==> src/rtl/npu_host_pkg.sv <==
// Shared types for the NPU host sequencer: command opcodes, FSM states, status bit index.
package npu_host_pkg;
  typedef enum logic [1:0] {
    WR_SINGLE = 2'd0,
    WR_BURST  = 2'd1,
    RD_SINGLE = 2'd2,
    POLL      = 2'd3
  } cmd_op_e;

  typedef enum logic [2:0] {
    IDLE,
    WR1,
    BURST,
    RD,
    POLL_RD,
    POLL_GAP_ST,
    RSP
  } host_state_e;

  localparam int unsigned OP_END_BIT = 0;
endpackage

==> src/rtl/npu_host_sequencer_if.sv <==
// Command, burst-source, bus and response signals between host model, sequencer and NPU slave.
interface npu_host_sequencer_if #(
  parameter int unsigned DWidth     = 32,
  parameter int unsigned ADDR_WIDTH = 32,
  parameter int unsigned LEN_WIDTH  = 16
);
  import npu_host_pkg::*;

  logic                  cmd_valid_i;
  logic                  cmd_ready_o;
  cmd_op_e               cmd_op_i;
  logic [ADDR_WIDTH-1:0] cmd_addr_i;
  logic [DWidth-1:0]     cmd_data_i;
  logic [LEN_WIDTH-1:0]  cmd_len_i;
  logic                  src_valid_i;
  logic                  src_ready_o;
  logic [DWidth-1:0]     src_data_i;
  logic                  cen_o;
  logic                  wen_o;
  logic [ADDR_WIDTH-1:0] addr_o;
  logic [DWidth-1:0]     wdata_o;
  logic [DWidth-1:0]     rdata_i;
  logic                  rsp_valid_o;
  logic                  rsp_ready_i;
  logic [DWidth-1:0]     rsp_data_o;
  logic                  rsp_err_o;

  // master: the sequencer itself; slave: host model plus memory-mapped NPU port
  modport master (
    input  cmd_valid_i, cmd_op_i, cmd_addr_i, cmd_data_i, cmd_len_i,
    input  src_valid_i, src_data_i, rdata_i, rsp_ready_i,
    output cmd_ready_o, src_ready_o, cen_o, wen_o, addr_o, wdata_o,
    output rsp_valid_o, rsp_data_o, rsp_err_o
  );

  modport slave (
    output cmd_valid_i, cmd_op_i, cmd_addr_i, cmd_data_i, cmd_len_i,
    output src_valid_i, src_data_i, rdata_i, rsp_ready_i,
    input  cmd_ready_o, src_ready_o, cen_o, wen_o, addr_o, wdata_o,
    input  rsp_valid_o, rsp_data_o, rsp_err_o
  );
endinterface

==> src/rtl/npu_host_addr_gen.sv <==
// Burst address generator: word-aligned base, word index counter, wrapped byte address, last flag.
module npu_host_addr_gen #(
  parameter int unsigned ADDR_WIDTH = 32,
  parameter int unsigned LEN_WIDTH  = 16
) (
  input  logic                  clk_i,
  input  logic                  rst_ni,
  input  logic                  load_i,
  input  logic                  adv_i,
  input  logic [ADDR_WIDTH-1:0] base_i,
  input  logic [LEN_WIDTH-1:0]  len_i,
  output logic [ADDR_WIDTH-1:0] addr_c,
  output logic                  last_c
);
  logic [ADDR_WIDTH-1:0] base_q, base_d;
  logic [LEN_WIDTH-1:0]  len_q, len_d;
  logic [LEN_WIDTH-1:0]  idx_q, idx_d;

  always_comb begin
    base_d = base_q;
    len_d  = len_q;
    idx_d  = idx_q;
    if (load_i) begin
      base_d = base_i & ~ADDR_WIDTH'(3);
      len_d  = len_i;
      idx_d  = '0;
    end else if (adv_i) begin
      idx_d = idx_q + LEN_WIDTH'(1);
    end
  end

  always_ff @(posedge clk_i) begin
    if (!rst_ni) begin
      base_q <= '0;
      len_q  <= '0;
      idx_q  <= '0;
    end else begin
      base_q <= base_d;
      len_q  <= len_d;
      idx_q  <= idx_d;
    end
  end

  // Address arithmetic wraps naturally at ADDR_WIDTH bits.
  assign addr_c = base_q + (ADDR_WIDTH'(idx_q) << 2);
  assign last_c = ((LEN_WIDTH+1)'(idx_q) + (LEN_WIDTH+1)'(1)) == (LEN_WIDTH+1)'(len_q);
endmodule

==> src/rtl/npu_host_sequencer.sv <==
// Host-side bus master: turns write/burst/read/poll commands into single-cycle cen/wen beats.
module npu_host_sequencer
  import npu_host_pkg::*;
#(
  parameter int unsigned DWidth     = 32,
  parameter int unsigned ADDR_WIDTH = 32,
  parameter int unsigned LEN_WIDTH  = 16,
  parameter int unsigned POLL_GAP   = 4,
  parameter int unsigned TIMEOUT    = 65535
) (
  input  logic                 clk_i,
  input  logic                 rst_ni,
  npu_host_sequencer_if.master bus,
  output logic                 busy_o
);
  localparam int unsigned TO_W  = $clog2(TIMEOUT + 1);
  localparam int unsigned GAP_W = (POLL_GAP > 1) ? $clog2(POLL_GAP) : 1;

  host_state_e           state_q, state_d;
  logic                  cen_q, cen_d, wen_q, wen_d;
  logic [ADDR_WIDTH-1:0] addr_q, addr_d;
  logic [DWidth-1:0]     wdata_q, wdata_d;
  logic [DWidth-1:0]     rsp_data_q, rsp_data_d;
  logic                  rsp_err_q, rsp_err_d;
  logic [TO_W-1:0]       to_cnt_q, to_cnt_d, to_next;
  logic [GAP_W-1:0]      gap_cnt_q, gap_cnt_d;
  logic                  timed_out;
  logic                  gen_load, gen_adv, gen_last;
  logic [ADDR_WIDTH-1:0] gen_addr, cmd_word_addr;

  npu_host_addr_gen #(
    .ADDR_WIDTH (ADDR_WIDTH),
    .LEN_WIDTH  (LEN_WIDTH)
  ) u_addr_gen (
    .clk_i  (clk_i),
    .rst_ni (rst_ni),
    .load_i (gen_load),
    .adv_i  (gen_adv),
    .base_i (bus.cmd_addr_i),
    .len_i  (bus.cmd_len_i),
    .addr_c (gen_addr),
    .last_c (gen_last)
  );

  assign cmd_word_addr = bus.cmd_addr_i & ~ADDR_WIDTH'(3);
  assign to_next       = to_cnt_q + TO_W'(1);
  assign timed_out     = (to_next == TO_W'(TIMEOUT));

  always_comb begin
    state_d    = state_q;
    cen_d      = 1'b0;
    wen_d      = 1'b0;
    addr_d     = addr_q;
    wdata_d    = wdata_q;
    rsp_data_d = rsp_data_q;
    rsp_err_d  = rsp_err_q;
    to_cnt_d   = to_cnt_q;
    gap_cnt_d  = gap_cnt_q;
    gen_load   = 1'b0;
    gen_adv    = 1'b0;
    unique case (state_q)
      // Single-beat commands launch their beat on the accepting edge.
      IDLE: begin
        if (bus.cmd_valid_i) begin
          gen_load   = 1'b1;
          to_cnt_d   = '0;
          gap_cnt_d  = '0;
          rsp_data_d = '0;
          rsp_err_d  = 1'b0;
          unique case (bus.cmd_op_i)
            WR_SINGLE: begin
              cen_d   = 1'b1;
              wen_d   = 1'b1;
              addr_d  = cmd_word_addr;
              wdata_d = bus.cmd_data_i;
              state_d = WR1;
            end
            WR_BURST:  state_d = (bus.cmd_len_i == '0) ? RSP : BURST;
            RD_SINGLE: begin
              cen_d   = 1'b1;
              addr_d  = cmd_word_addr;
              state_d = RD;
            end
            POLL: begin
              cen_d   = 1'b1;
              addr_d  = cmd_word_addr;
              state_d = POLL_RD;
            end
          endcase
        end
      end
      WR1: state_d = RSP;
      BURST: begin
        if (bus.src_valid_i) begin
          cen_d   = 1'b1;
          wen_d   = 1'b1;
          addr_d  = gen_addr;
          wdata_d = bus.src_data_i;
          gen_adv = 1'b1;
          if (gen_last) state_d = RSP;
        end
      end
      RD: begin
        rsp_data_d = bus.rdata_i;
        state_d    = RSP;
      end
      // A successful sample takes priority over a coincident timeout.
      POLL_RD: begin
        to_cnt_d   = to_next;
        rsp_data_d = bus.rdata_i;
        if (bus.rdata_i[OP_END_BIT]) begin
          state_d = RSP;
        end else if (timed_out) begin
          rsp_err_d = 1'b1;
          state_d   = RSP;
        end else if (POLL_GAP == 0) begin
          cen_d  = 1'b1;
          addr_d = gen_addr;
        end else begin
          gap_cnt_d = '0;
          state_d   = POLL_GAP_ST;
        end
      end
      POLL_GAP_ST: begin
        to_cnt_d = to_next;
        if (timed_out) begin
          rsp_err_d = 1'b1;
          state_d   = RSP;
        end else if (gap_cnt_q == GAP_W'(POLL_GAP - 1)) begin
          cen_d   = 1'b1;
          addr_d  = gen_addr;
          state_d = POLL_RD;
        end else begin
          gap_cnt_d = gap_cnt_q + GAP_W'(1);
        end
      end
      RSP: if (bus.rsp_ready_i) state_d = IDLE;
      default: state_d = IDLE;
    endcase
  end

  always_ff @(posedge clk_i) begin
    if (!rst_ni) begin
      state_q    <= IDLE;
      cen_q      <= 1'b0;
      wen_q      <= 1'b0;
      addr_q     <= '0;
      wdata_q    <= '0;
      rsp_data_q <= '0;
      rsp_err_q  <= 1'b0;
      to_cnt_q   <= '0;
      gap_cnt_q  <= '0;
    end else begin
      state_q    <= state_d;
      cen_q      <= cen_d;
      wen_q      <= wen_d;
      addr_q     <= addr_d;
      wdata_q    <= wdata_d;
      rsp_data_q <= rsp_data_d;
      rsp_err_q  <= rsp_err_d;
      to_cnt_q   <= to_cnt_d;
      gap_cnt_q  <= gap_cnt_d;
    end
  end

  assign bus.cmd_ready_o = rst_ni && (state_q == IDLE);
  assign bus.src_ready_o = rst_ni && (state_q == BURST);
  assign bus.cen_o       = cen_q;
  assign bus.wen_o       = wen_q;
  assign bus.addr_o      = addr_q;
  assign bus.wdata_o     = wdata_q;
  assign bus.rsp_valid_o = (state_q == RSP);
  assign bus.rsp_data_o  = rsp_data_q;
  assign bus.rsp_err_o   = rsp_err_q;
  assign busy_o          = (state_q != IDLE);
endmodule

==> src/flat_wrapper.sv <==
// flat-port wrapper written by rule: the top's interface ports become plain ports
module npu_host_sequencer_flat import npu_host_pkg::*;
#(
  parameter int unsigned DWidth     = 32,
  parameter int unsigned ADDR_WIDTH = 32,
  parameter int unsigned LEN_WIDTH  = 16,
  parameter int unsigned POLL_GAP   = 4,
  parameter int unsigned TIMEOUT    = 65535
)
  (clk_i, rst_ni, busy_o, bus_cmd_valid_i, bus_cmd_op_i, bus_cmd_addr_i, bus_cmd_data_i, bus_cmd_len_i, bus_src_valid_i, bus_src_data_i, bus_rdata_i, bus_rsp_ready_i, bus_cmd_ready_o, bus_src_ready_o, bus_cen_o, bus_wen_o, bus_addr_o, bus_wdata_o, bus_rsp_valid_o, bus_rsp_data_o, bus_rsp_err_o);
  npu_host_sequencer_if #(.DWidth(DWidth), .ADDR_WIDTH(ADDR_WIDTH), .LEN_WIDTH(LEN_WIDTH)) bus_i ();
  input  logic clk_i;
  input  logic rst_ni;
  output logic busy_o;
  input wire logic [$bits(bus_i.cmd_valid_i)-1:0] bus_cmd_valid_i;
  input wire logic [$bits(bus_i.cmd_op_i)-1:0] bus_cmd_op_i;
  input wire logic [$bits(bus_i.cmd_addr_i)-1:0] bus_cmd_addr_i;
  input wire logic [$bits(bus_i.cmd_data_i)-1:0] bus_cmd_data_i;
  input wire logic [$bits(bus_i.cmd_len_i)-1:0] bus_cmd_len_i;
  input wire logic [$bits(bus_i.src_valid_i)-1:0] bus_src_valid_i;
  input wire logic [$bits(bus_i.src_data_i)-1:0] bus_src_data_i;
  input wire logic [$bits(bus_i.rdata_i)-1:0] bus_rdata_i;
  input wire logic [$bits(bus_i.rsp_ready_i)-1:0] bus_rsp_ready_i;
  output wire logic [$bits(bus_i.cmd_ready_o)-1:0] bus_cmd_ready_o;
  output wire logic [$bits(bus_i.src_ready_o)-1:0] bus_src_ready_o;
  output wire logic [$bits(bus_i.cen_o)-1:0] bus_cen_o;
  output wire logic [$bits(bus_i.wen_o)-1:0] bus_wen_o;
  output wire logic [$bits(bus_i.addr_o)-1:0] bus_addr_o;
  output wire logic [$bits(bus_i.wdata_o)-1:0] bus_wdata_o;
  output wire logic [$bits(bus_i.rsp_valid_o)-1:0] bus_rsp_valid_o;
  output wire logic [$bits(bus_i.rsp_data_o)-1:0] bus_rsp_data_o;
  output wire logic [$bits(bus_i.rsp_err_o)-1:0] bus_rsp_err_o;
  assign bus_i.cmd_valid_i = bus_cmd_valid_i;
  assign bus_i.cmd_op_i = bus_cmd_op_i;
  assign bus_i.cmd_addr_i = bus_cmd_addr_i;
  assign bus_i.cmd_data_i = bus_cmd_data_i;
  assign bus_i.cmd_len_i = bus_cmd_len_i;
  assign bus_i.src_valid_i = bus_src_valid_i;
  assign bus_i.src_data_i = bus_src_data_i;
  assign bus_i.rdata_i = bus_rdata_i;
  assign bus_i.rsp_ready_i = bus_rsp_ready_i;
  assign bus_cmd_ready_o = bus_i.cmd_ready_o;
  assign bus_src_ready_o = bus_i.src_ready_o;
  assign bus_cen_o = bus_i.cen_o;
  assign bus_wen_o = bus_i.wen_o;
  assign bus_addr_o = bus_i.addr_o;
  assign bus_wdata_o = bus_i.wdata_o;
  assign bus_rsp_valid_o = bus_i.rsp_valid_o;
  assign bus_rsp_data_o = bus_i.rsp_data_o;
  assign bus_rsp_err_o = bus_i.rsp_err_o;
  npu_host_sequencer #(.DWidth(DWidth), .ADDR_WIDTH(ADDR_WIDTH), .LEN_WIDTH(LEN_WIDTH), .POLL_GAP(POLL_GAP), .TIMEOUT(TIMEOUT)) u_core (.clk_i(clk_i), .rst_ni(rst_ni), .bus(bus_i), .busy_o(busy_o));
endmodule
==> config.mk <==
export PLATFORM = sky130hd
export DESIGN_NAME = npu_host_sequencer_flat
export DESIGN_NICKNAME = d
export VERILOG_FILES = /design/src/rtl/npu_host_pkg.sv /design/src/rtl/npu_host_sequencer_if.sv /design/src/rtl/npu_host_addr_gen.sv /design/src/rtl/npu_host_sequencer.sv /design/src/flat_wrapper.sv
export SDC_FILE = /design/constraint.sdc
export NUM_CORES = 1
export LEC_CHECK = 0
export BUFFER_PORTS_ARGS = -buffer_cell sky130_fd_sc_hd__buf_2
export CAP_MARGIN = 20
export CORE_ASPECT_RATIO = 0.75
export CORE_MARGIN = 4
export CORE_UTILIZATION = 35
export DETAILED_ROUTE_END_ITERATION = 8
export MAX_ROUTING_LAYER = met4
export PLACE_DENSITY = 0.59
export SYNTH_ARGS = -nofsm -noshare
export SYNTH_HDL_FRONTEND = slang
export SYNTH_HIERARCHICAL = 1
export SYNTH_SLANG_ARGS = --single-unit
export TNS_END_PERCENT = 1
==> constraint.sdc <==
create_clock -name clk_i -period 3.1 [get_ports clk_i]
set_clock_uncertainty 0.05 [all_clocks]
set_input_delay 0.31 -clock clk_i [delete_from_list [all_inputs] [get_ports clk_i]]
set_output_delay 0.31 -clock clk_i [all_outputs]
set_load 0.01 [all_outputs]
* Word level (Yosys, flattened, before mapping)
Cells that the tools add are included.
Operators by class: add/subtract/negate cells 5, equal/unequal tests 24, muxes and demuxes 47, bitwise operators 1, reductions and logical operators 23
Operators with widths (number):
- two-way mux 32 bit | 9
- case mux 32 bit (2 select lines) | 2
- case mux 32 bit (3 select lines) | 1
- adder 16 x 1 -> 16 bit (second input constant) | 2
- adder 32 x 18 -> 32 bit | 1
- case mux 16 bit (2 select lines) | 1
- two-way mux 3 bit | 8
- != test 2 bit (second input constant) | 9
- case mux 3 bit (6 select lines) | 1
- adder 16 x 1 -> 17 bit (second input constant) | 1
- == test 17 x 16 -> 1 bit | 1
- == test 16 bit (second input constant) | 1
- logical NOT 16 bit | 1
- two-way mux 16 bit | 1
- two-way mux 1 bit | 13
- two-way mux 2 bit | 6
- case mux 3 bit (4 select lines) | 1
- AND reduction 6 bit | 2
- == test 3 bit (second input constant) | 3
- nonzero test 3 bit | 3
- OR reduction 2 bit | 4
- == test 2 bit (second input constant) | 3
- == test 3 x 2 -> 1 bit (second input constant) | 2
- case mux 1 bit (3 select lines) | 2
- other kinds (17) | 22
Word-level totals: flip-flop bits (word level) 182, input port bits 151, output and inout port bits 103, logic and storage cells 112

* Longest topological paths before layout
Gate-level depths: netlist (run 1).
depth in word-level cells 5, depth in mapped cells 14, mapped depth without buffers 12

* Modules after synthesis
The synthesis (run 1) kept the hierarchy.
By module, submodules not included:
- npu_host_sequencer | times used 1, cells each 661, area an instance 5644.2 um^2, sequential area each 2402.3 um^2
- npu_host_addr_gen | times used 1, cells each 459, area an instance 4027.6 um^2, sequential area each 1241.2 um^2

* Worst setup path before layout (run 1)
OpenSTA, ideal clock, no wires.
path kind reg-to-reg, start point reg u_core.u_addr_gen.idx_q[0], end point reg u_core.state_q[0], library setup time 92 ps, arrival 2971 ps, data required time 2958 ps, setup slack -13 ps, stages on the path, launching flop included 15, path buffers 2, clock period less this slack 3113 ps, cell sequence dfxtp_1 -> ha_1 -> buf_4 -> and4_1 -> buf_4 -> nand4_4 -> xnor2_2 -> o311ai_1 -> or4_1 -> a2111oi_2 -> o32ai_1 -> nor2_1 -> nand3_1 -> o31a_1 -> o32ai_1
On the way: longest elaborated chain between the ends 4
Ends and longest elaborated chain:
- start: declaration | RTL line npu_host_addr_gen.sv:17 | logic [LEN_WIDTH-1:0] idx_q, idx_d;
- start signal: assignment | RTL line npu_host_addr_gen.sv:40 | idx_q <= idx_d;
- adder 16 x 1 -> 17 bit | RTL line npu_host_addr_gen.sv:46 | assign last_c = ((LEN_WIDTH+1)'(idx_q) + (LEN_WIDTH+1)'(1)) == (LEN_WIDTH+1)'(len_q);
- == test 17 x 16 -> 1 bit | RTL line npu_host_addr_gen.sv:46
- via u_core.gen_last | RTL line npu_host_sequencer.sv:28 | logic gen_load, gen_adv, gen_last;
- != test 2 x 1 -> 1 bit (no line)
- AND reduction 5 bit (no line)
- end signal: assignment | RTL line npu_host_sequencer.sv:154 | state_q <= state_d;
- end: declaration | RTL line npu_host_sequencer.sv:19 | host_state_e state_q, state_d;
The timed path passes the listed nets, and every way through them passes these cells. A chain may end at the register's enable or synchronous reset.

* Worst setup path in the final report (run 1)
start point reg u_core.u_addr_gen.idx_q[1], end point reg u_core.state_q[0]
The elaborated chain is that of the path after synthesis.

==> metrics.md, run 1 <==
| Metric | Value |
|---|---|
| First-pass GRT wire length | 45100 µm |
| CTS tree | built |
| Worst setup path category | reg -> reg |
| Final setup violation count | 0 |
| Largest net degree at the start of global routing | between 60 and 70 |
| Share of Yosys cell area claimed by the top area cell type | 0.377 |
| Routed Antenna Nets | 0 |
| Clock Sinks | 182 |
| Seq pwr share | 0.348 |
| Startpoint Class | register |
| Area contributors post-synth | dfxtp_1, mux2i_1, nor2_1, nand2_1, a211oi_2 |
| Syn Inst Count | 1120 |
| GRT overflow | 0 |
| CTS max path bufs | 2 |
| Routability cong. | 0.897 |
| Most instantiated cells after synthesis | dfxtp_1, nor2_1, nand2_1 |
| GRT Overall Usage | 0.186 |
| Max FO, Critical Path | 7 |
| Clock Tree Root | clkbuf_16 |
| Die height | 152 µm |
| Die W | 200 µm |
| PnR worst setup slack | 0.159 ns |
| Most used DFF post-synth | dfxtp_1 |
| Switching power | 3790 µW |
| Mean Syn Cell Area | 8.64 µm² |
| # IOs | 254 |
| Yosys warns | 6 |
| Clock network power share | 0.237 |
| Area occupied by multi-input gates | 0.00569 mm² |
| Non-Filler Instances | 1717 |
| Layout cells sized above 1 | 0.289 |
| Final-layout fill cell count | 2698 |
| Worst-Margin Slew | between 0.8 and 0.9 ns |
| Core area | 0.0271 mm² |
| Initial antenna violation count | 1 |
| Max-Cap Viols | 0 |
| Core Rows | 52 |
| Initial DRC count | 635 |
| HPWL Detailed | ~21000 µm |
| Post-DR vias/cell | 5.15 |
| Async S/R FF share, synth | 0 |
| Switching share of power | 0.393 |
| Peak supply drop | 0.000489 V |
| FMAX | roughly 0.34 GHz |
| H-tree depth | 4 |
| DRC | 0 |
| Pre-CTS setup slack | -0.0746 ns |
| Most frequent cell after synthesis | dfxtp_1 |
| Number of flops mapped to enable cells by yosys | 0 |
| Yosys top cell by area | dfxtp_1 |
| Final Core Density | 0.446 |
| Netlist Area Pre-Place | 0.00967 mm² |
| Crit. End Element | register |
| Port buffer count | roughly 250 |
| Die area | about 0.030 mm² |
| Synth cell types | 67 |
| Fin crit period | around 3 ns |
| Drt first pass iters | 5 |
| Initial Util | 0.357 |
| RSZ-0062 raised after global routing | true |
| Fin nets | 1529 |
| Clock Latency Late Sink | 0.43 ns |
| Per-cell routed wire length | approximately 16 µm |
| Routed WL | 28200 µm |
| Placed cells | 1682 |
| Vias in the first global route | 8230 |
| Outcome | complete, no violations |
| Pleak | ~0.0051 µW |
| Worst rel slew slack | 0.421 |
| Final worst-path cycle share | 0.949 |
| Synthesis-stage register bit count | 182 |
| Reg clk slew, reported paths | 0.07 ns |
| Via count | 8839 |
| WP data arrival | 3.23 ns |
| Comb power frac | 0.415 |
| Fin. max-slew vios | 0 |
| Final Hold Vio Count | 0 |
| Power Internal | 5860 µW |
| Hold Crit Class | in -> reg |
| Post-synthesis sequential area ratio | 0.377 |
| Layout overhead on the synthesized area | 24.9% |
| PD cells | 799 mW/mm² |
| CTS buffer count | 17 |
| Hold_ws | 0.0729 ns |
| FF+latch area | 0.00365 mm² |
| Worst EP required | ~3.4 ns |
state kept, by name, summed over array words and instances, names as in the netlist:
name / cells
u_core/bus.addr_o: 32
u_core/bus.rsp_data_o: 32
u_core/bus.wdata_o: 32
u_core/u_addr_gen/base_q: 30
u_core/to_cnt_q: 16
u_core/u_addr_gen/idx_q: 16
u_core/u_addr_gen/len_q: 16
u_core/state_q: 3
u_core/gap_cnt_q: 2
u_core/bus.cen_o: 1
u_core/bus.rsp_err_o: 1
u_core/bus.wen_o: 1
cell usage in the layout, fill, tap and decap left out, types with 4 or more instances in the layout:
cell type,count
nand2_1,125
xor2_1,25
and2_1,4
or3_1,6
mux2i_1,78
nor3_1,15
and3_1,7
o22ai_1,7
buf_12,4
nor2_1,151
and4_1,4
buf_4,38
o2111ai_1,6
nor2b_1,54
xnor2_1,32
a311oi_1,37
o211ai_1,10
clkbuf_16,17
nor4_1,8
and4_4,4
a31oi_1,10
a21oi_1,32
inv_1,13
nand3_1,23
a22oi_1,34
ha_1,24
nand4_1,16
o21a_1,6
dfxtp_1,177
dfxtp_2,4
a211oi_2,30
a21o_1,5
buf_2,251
o21ai_0,28
worst paths after layout:
path,from,to,slack [ns],cells after the start
worst max-delay path,u_core/u_addr_gen/idx_q[1],u_core/state_q[0],0.16,12
worst min-delay path,bus_rdata_i[27],u_core/bus.rsp_data_o[27],0.07,3
worst max register to register,u_core/u_addr_gen/idx_q[1],u_core/state_q[0],0.16,12
worst min register to register,u_core/bus.addr_o[1],u_core/bus.addr_o[1],0.42,2
stage by stage:
stage	instance area [µm²]	setup TNS (ns)	power (µW)
final	12100	0	9660
after global routing	12100	-0.0466	10300
after CTS	12000	0	9740
after detailed placement	11400	-0.0746	7410
after global placement	11400	0	7350
after floorplan	9680	0	6140
kinds of logic (layout without fill, tap and decap cells):
family,count (synthesis),count (layout),share of synthesized area
XOR/XNOR,58,58,0.0533
adder cells (fa/ha/maj),26,26,0.0344
flip-flops,182,182,0.377
AO/OA/AOI/OAI,232,232,0.188
AND/OR/NAND/NOR,444,444,0.218
other,1,3,0.000388
multiplexers,80,80,0.0831
buffers and inverters,97,341,0.0455
power by group through the flow:
stage,logic (µW),clock network (µW),registers (µW)
floorplan,2620,0,3520
global placement,3960,0,3390
detailed placement,4010,0,3400
CTS,4040,2350,3350
global route,4430,2440,3440
finish,4010,2290,3360
layout make-up:
cell class              instances  share of cell area
diodes                          1            0.000207
clock buffers                  22              0.0392
clock inverters                10              0.0111
inverters                      15             0.00487
multi-input cells             842               0.471
flip-flops and latches        182               0.302
well taps                     351              0.0363
repair buffers                294               0.135
critical path, cell delays in order (launching register included):
cell and delay [ns]:
dfxtp_4 0.37, ha_4 0.17, and4_4 0.27, nand4_4 0.12
xnor2_2 0.14, o311ai_1 0.10, or4_4 0.54, a2111oi_4 0.23
o32ai_2 0.12, nor2_1 0.17, nand3_1 0.14, o31a_1 0.33
o32ai_2 0.11
metal layers:
metal / track usage / part of all wire / up-vias
li1: - / - / 4466
met1: 0.275 / 0.51 / 4164
met2: 0.267 / 0.44 / 183
met3: 0.0303 / 0.039 / 26
met4: 0.0430 / 0.014 / 0
met5: - / 0 / -
repair_timing:
item                                    in CTS  in global routing
hold buffers                                 0                  0
setup buffers                                0                  2
gates resized for setup                      4                 19
pin swaps                                    0                 11
endpoints found under the setup margin       2                  9
gates cloned                                 0                  0
(Power assumes the default switching activity.)
==> inputs of run 2 (changes only) <==
--- a/config.mk
+++ b/config.mk
@@ -10,9 +10,11 @@
 export CORE_ASPECT_RATIO = 0.75
 export CORE_MARGIN = 4
 export CORE_UTILIZATION = 35
+export CTS_CLUSTER_DIAMETER = 30
 export DETAILED_ROUTE_END_ITERATION = 8
 export MAX_ROUTING_LAYER = met4
 export PLACE_DENSITY = 0.59
+export RECOVER_POWER = 100
 export SYNTH_ARGS = -nofsm -noshare
 export SYNTH_HDL_FRONTEND = slang
 export SYNTH_HIERARCHICAL = 1
==> run 2 against run 1 <==
Final area fell by 1.5%; first-iteration DRC count fell by 3.3%; via count rose by 0.11%; sequential share of layout area rose by 0.45 points; power fell by 1.4%; final cell count did not move; critical endpoint unchanged; largest cell class unchanged.
==> metrics.md, run 2 (synthesis gave the netlist of run 1 again) <==
| Metric | Value |
|---|---|
| Outcome | complete, no violations (unchanged) |
| Final setup violation count | 0 (unchanged) |
| Worst r2r src | u_core/u_addr_gen/idx_q[1] (unchanged) |
| Post-DR vias/cell | 5.15 (about the same) |
| Port buffer count | 251 (unchanged) |
| Final Hold Vio Count | 0 (unchanged) |
| Die height | 152 µm (unchanged) |
| RSZ-0062 raised after global routing | true (unchanged) |
| WP data arrival | 3.24 ns (was 3.23 ns) |
| Per-cell routed wire length | 16.5 µm (was 16.4 µm) |
| Worst setup path category | reg -> reg (unchanged) |
| Hold Crit Class | in -> reg (unchanged) |
| Hold_buf cts | 0 (unchanged) |
| Core area | 0.0271 mm² (unchanged) |
| # IOs | 254 (unchanged) |
| Vias in the first global route | 8230 (unchanged) |
| CP startpoint | u_core/u_addr_gen/idx_q[1] (unchanged) |
| Worst-Margin Slew | 1.13 ns (was 0.868 ns) |
| Non-Filler Instances | 1717 (unchanged) |
| Max-Cap Viols | 0 (unchanged) |
| Final-layout fill cell count | 2761 (was 2698) |
| Routed Antenna Nets | 0 (unchanged) |
| FF-to-FF End | u_core/state_q[0] (unchanged) |
| H-tree depth | 4 (unchanged) |
| DRC | 0 (unchanged) |
| FMAX | 0.339 GHz (was 0.340 GHz) |
| Initial antenna violation count | 1 (unchanged) |
| Crit. End Element | register (unchanged) |
| Via count | 8849 (was 8839) |
| R2r setup slk | 0.15 ns (was 0.16 ns) |
| Largest net degree at the start of global routing | 65 (unchanged) |
| First-pass GRT wire length | 45100 µm (unchanged) |
| Drt first pass iters | 5 (unchanged) |
| FF+latch area | 0.00365 mm² (unchanged) |
| GRT overflow | 0 (unchanged) |
| Fin. max-slew vios | 0 (unchanged) |
| Worst R2R Path Depth | 12 (unchanged) |
| Reg clk slew, reported paths | 0.07 ns (about the same) |
| Area occupied by multi-input gates | 0.00567 mm² (was 0.00569 mm²) |
| Initial DRC count | 614 (was 635) |
| Most frequent cells in the layout | dfxtp_1, nor2_1, buf_2 (was buf_2, dfxtp_1, nor2_1) |
| Final worst-path cycle share | 0.951 (was 0.949) |
| Placed cells | 1682 (unchanged) |
| Layout cells sized above 1 | 0.211 (was 0.289) |
| Initial Util | 0.357 (unchanged) |
| Fin crit period | 2.95 ns (was 2.94 ns) |
| Die W | 200 µm (unchanged) |
| Routed WL | 28300 µm (was 28200 µm) |
| Layout overhead on the synthesized area | 23.1% (was 24.9%) |
| TNS Setup | 0 ns (unchanged) |
| Max FO, Critical Path | 7 (unchanged) |
| Pleak | 0.00464 µW (was 0.00507 µW) |
| HPWL Detailed | 20700 µm (unchanged) |
| Worst EP required | 3.39 ns (about the same) |
| CTS tree | built (unchanged) |
| Fin nets | 1529 (unchanged) |
| Worst rel slew slack | 0.247 (was 0.421) |
| CTS max path bufs | 2 (unchanged) |
| Worst setup path endpoint | u_core/state_q[0] (unchanged) |
| Core Rows | 52 (unchanged) |
| Die area | 0.0304 mm² (unchanged) |
| CTS buffer count | 17 (unchanged) |
| PD cells | 799 mW/mm² (about the same) |
| Peak supply drop | 0.000488 V (was 0.000489 V) |
| Clock Latency Late Sink | 0.43 ns (about the same) |
| Startpoint Class | register (unchanged) |
| Commonest non-fill, non-tap cell in the layout | dfxtp_1 (was buf_2) |
| Clock Sinks | 182 (unchanged) |
| GRT Overall Usage | 0.186 (unchanged) |
| Clock Tree Root | clkbuf_16 (unchanged) |
| Routability cong. | 0.897 (unchanged) |
[run 2: cell count changes in the layout (fill, tap and decap cells not counted), moves of 2 or more]
cell      before  now
clkbuf_1       2  106
buf_2        251  150
buf_4         38   34
clkbuf_2       0    2
[run 2: routing by layer]
metal	vias to the layer above	global-route usage	part of all wire
li1	4465	-	-
met2	195	0.267	0.44
met4	0	0.0430	0.014
met5	-	-	0
met1	4161	0.275	0.50
met3	28	0.0303	0.040
[run 2: final cells by class]
type                    count  share of cell area
repair buffers            294               0.124
diodes                      1            0.000210
clock buffers              22              0.0398
inverters                  15             0.00494
flip-flops and latches    182               0.307
multi-input cells         842               0.476
clock inverters            10              0.0112
well taps                 351              0.0369
[run 2: worst min path at each step]
stage               cells after the start  slack, ns                   endpoint                  from
detailed placement                      2       0.42       u_core/bus.addr_o[0]  u_core/bus.addr_o[0]
floorplan                               1       0.40        u_core/gap_cnt_q[1]   u_core/gap_cnt_q[1]
global route                            3       0.07  u_core/bus.rsp_data_o[23]       bus_rdata_i[23]
CTS                                     3       0.05  u_core/bus.rsp_data_o[27]       bus_rdata_i[27]
global placement                        2       0.42       u_core/bus.addr_o[1]  u_core/bus.addr_o[1]
finish                                  3       0.07  u_core/bus.rsp_data_o[27]       bus_rdata_i[27]
[run 2: per-stage QoR]
| stage | power, µW | utilization | setup WS [ns] | hold WS [ns] | area (µm²) |
|---|---|---|---|---|---|
| floorplan | 6140 | - | 0.0685 | 0.396 | 9680 |
| global placement | 7350 | 0.420 | 0.0237 | 0.417 | 11400 |
| detailed placement | 7410 | 0.420 | -0.0746 | 0.418 | 11400 |
| finish | 9520 | 0.440 | 0.152 | 0.0746 | 11900 |
| global route | 10200 | 0.440 | -0.0466 | 0.0650 | 11900 |
| CTS | 9740 | 0.443 | 0.0126 | 0.0501 | 12000 |
[run 2: worst max-delay path, stage by stage (launching register included)]
cell	delay, ns
dfxtp_4	0.37
ha_4	0.17
and4_4	0.27
nand4_4	0.12
xnor2_2	0.14
o311ai_1	0.10
or4_4	0.54
a2111oi_4	0.23
o32ai_2	0.12
nor2_1	0.17
nand3_1	0.14
o31a_1	0.33
o32ai_2	0.11
[run 2: repair_timing]
action | in CTS | in global routing
setup endpoints to repair | 2 | 9
pin swaps | 0 | 11
resized for setup | 4 | 19
hold endpoints to repair | 0 | 0
setup buffers | 0 | 2
cloned | 0 | 0
[run 2: where the power goes]
group	total, µW	switching [µW]	leakage, µW	internal, µW
registers	3370	421	0.00149	2950
logic	3860	2370	0.00285	1490
clock network	2280	1010	0.000296	1280
==> inputs of run 3 (changes only) <==
--- a/config.mk
+++ b/config.mk
@@ -10,11 +10,11 @@
 export CORE_ASPECT_RATIO = 0.75
 export CORE_MARGIN = 4
 export CORE_UTILIZATION = 35
-export CTS_CLUSTER_DIAMETER = 30
+export CTS_CLUSTER_DIAMETER = 120
 export DETAILED_ROUTE_END_ITERATION = 8
 export MAX_ROUTING_LAYER = met4
-export PLACE_DENSITY = 0.59
 export RECOVER_POWER = 100
+export SKIP_LAST_GASP = 1
 export SYNTH_ARGS = -nofsm -noshare
 export SYNTH_HDL_FRONTEND = slang
 export SYNTH_HIERARCHICAL = 1
==> run 3 against run 2 <==
Wire length grew 2.0%; global-route usage grew 0.44 points; sequential share of layout area grew 0.36 points; critical path depth shrank 2; register-to-register slack is essentially flat; via count grew 0.66%.
==> metrics.md, run 3 (synthesis gave the netlist of run 1 again) <==
| Metric | Value |
|---|---|
| Power Internal | 5610 µW (was 5720 µW) |
| Most frequent cells in the layout | dfxtp_1, nor2_1, buf_2 (unchanged) |
| Final Hold Vio Count | 0 (unchanged) |
| Via count | 8907 (was 8849) |
| Layout cells sized above 1 | 0.198 (was 0.211) |
| Worst rel slew slack | 0.191 (was 0.247) |
| WP data arrival | 3.24 ns (about the same) |
| Pre-CTS setup slack | -0.0544 ns (was -0.0746 ns) |
| Seq pwr share | 0.361 (was 0.354) |
| Final worst-path cycle share | 0.951 (about the same) |
| Commonest non-fill, non-tap cell in the layout | dfxtp_1 (unchanged) |
| Layout overhead on the synthesized area | 21.6% (was 23.1%) |
| Pleak | 0.00456 µW (was 0.00464 µW) |
| Initial antenna violation count | 1 (unchanged) |
| Core area | 0.0271 mm² (unchanged) |
| CTS buffer count | 17 (unchanged) |
| Per-cell routed wire length | 16.9 µm (was 16.5 µm) |
| Clock network power share | 0.233 (was 0.240) |
| Port buffer count | 251 (unchanged) |
| Fin crit period | 2.95 ns (about the same) |
| Die W | 200 µm (unchanged) |
| Hold Crit Class | in -> reg (unchanged) |
| Post-CTS setup buffer count | 0 (unchanged) |
| Reg clk slew, reported paths | 0.07 ns (about the same) |
| Fin. max-slew vios | 0 (unchanged) |
| Hold_ws | 0.0699 ns (was 0.0746 ns) |
| Die area | 0.0304 mm² (unchanged) |
| Worst-Margin Slew | 1.21 ns (was 1.13 ns) |
| DRC | 0 (unchanged) |
| Metal2 WL | 12700 µm (was 12500 µm) |
| TNS Setup | 0 ns (unchanged) |
| Worst EP required | 3.39 ns (about the same) |
| Max-Cap Viols | 0 (unchanged) |
| Crit. End Element | register (unchanged) |
| Outcome | complete, no violations (unchanged) |
| # IOs | 254 (unchanged) |
| Initial Util | 0.357 (unchanged) |
| Routability cong. | 0.892 (was 0.897) |
| H-tree depth | 4 (unchanged) |
| Max FO, Critical Path | 6 (was 7) |
| Die height | 152 µm (unchanged) |
| Clock Latency Late Sink | 0.44 ns (was 0.43 ns) |
| Routed Antenna Nets | 0 (unchanged) |
| Clock Tree Root | clkbuf_16 (unchanged) |
| Switching share of power | 0.401 (was 0.399) |
| GRT Overall Usage | 0.191 (was 0.186) |
| RSZ-0062 raised after global routing | true (unchanged) |
| Comb power frac | 0.406 (was 0.405) |
| Top sig layer | met4 (unchanged) |
| HPWL Detailed | 21400 µm (was 20700 µm) |
| Routed WL | 28900 µm (was 28300 µm) |
| Final-layout fill cell count | 2772 (was 2761) |
| Switching power | 3750 µW (was 3790 µW) |
| Startpoint Class | register (unchanged) |
| First-pass GRT wire length | 45900 µm (was 45100 µm) |
| PD cells | 796 mW/mm² (was 799 mW/mm²) |
| PnR worst setup slack | 0.153 ns (was 0.152 ns) |
| Initial DRC count | 601 (was 614) |
| Metal3 WL | 1240 µm (was 1130 µm) |
| Vias in the first global route | 8370 (was 8230) |
| CTS max path bufs | 2 (unchanged) |
| Clock Sinks | 182 (unchanged) |
| Peak supply drop | 0.000437 V (was 0.000488 V) |
| Worst setup path category | reg -> reg (unchanged) |
| FMAX | 0.339 GHz (about the same) |
| Post-DR vias/cell | 5.20 (was 5.15) |
| Final setup violation count | 0 (unchanged) |
| Fin nets | 1524 (was 1529) |
| Core Rows | 52 (unchanged) |
| CTS tree | built (unchanged) |
| Drt first pass iters | 5 (unchanged) |
| Wire length on met1 | 14700 µm (was 14200 µm) |
| Largest net degree at the start of global routing | 65 (unchanged) |
| GRT overflow | 0 (unchanged) |
[run 3: cell types whose count changed in the layout (fill, tap and decap cells not counted), sizes merged]
cell	change
buf	-7
clkbuf	+1
clkinv	+3
inv	-4
clkinvlp	+2
[run 3: final timing paths]
path,end,start,cells past startpoint,slack [ns]
setup / recovery,u_core/state_q[0],u_core/u_addr_gen/idx_q[11],10,0.15
hold / removal,u_core/bus.rsp_data_o[20],bus_rdata_i[20],3,0.07
setup reg to reg,u_core/state_q[0],u_core/u_addr_gen/idx_q[11],10,0.15
hold reg to reg,u_core/bus.addr_o[0],u_core/bus.addr_o[0],2,0.42
[run 3: worst max-delay path, stage by stage (launching register included)]
cell,delay (ns)
dfxtp_1,0.44
and4_1,0.35
nand4_1,0.15
or2_2,0.31
or3_1,0.41
a2111oi_4,0.38
o32ai_1,0.12
nor2_1,0.17
nand3_1,0.12
o31a_1,0.26
o32ai_1,0.11
[run 3: stage by stage]
| stage | utilization | total power, µW | cell area [µm²] | std cells |
|---|---|---|---|---|
| 2_1_floorplan | - | 6140 | 9680 | 1121 |
| 4_1_cts | 0.440 | 9600 | 11900 | 1711 |
| 3_5_place_dp | 0.418 | 7380 | 11300 | 1679 |
| 5_1_grt | 0.434 | 10000 | 11800 | 1712 |
| 6_report | 0.434 | 9350 | 11800 | 1712 |
| 3_3_place_gp | 0.418 | 7320 | 11300 | 1679 |
[run 3: final cells by class]
| type | count | area (µm²) | area share |
|---|---|---|---|
| antenna | 1 | 2.50 | 0.000213 |
| clock buffer | 21 | 440 | 0.0375 |
| clock inverter | 11 | 128 | 0.0109 |
| inverter | 15 | 58.8 | 0.00500 |
| multi-input combinational | 842 | 5620 | 0.478 |
| sequential | 182 | 3650 | 0.310 |
| tap | 351 | 439 | 0.0374 |
| timing repair buffer | 289 | 1420 | 0.121 |
[run 3: power by group through the flow]
| stage | Sequential, µW | Clock (µW) | Combinational, µW |
|---|---|---|---|
| after CTS | 3360 | 2240 | 4000 |
| final | 3380 | 2180 | 3790 |
| after detailed placement | 3410 | 0 | 3980 |
| after global routing | 3460 | 2350 | 4200 |
| after floorplan | 3520 | 0 | 2620 |
| after global placement | 3390 | 0 | 3930 |
[run 3: repair_timing]
action,CTS,global route
hold endpoints to repair,0,0
pin swaps,0,8
resized for setup,4,10
gates cloned,0,0
setup endpoints to repair,3,11
hold buffers,0,0
[run 3: routing by layer]
layer	up-vias	track usage
li1	4463	-
met1	4234	0.281
met2	192	0.273
met3	18	0.0330
met4	0	0.0411
met5	-	-
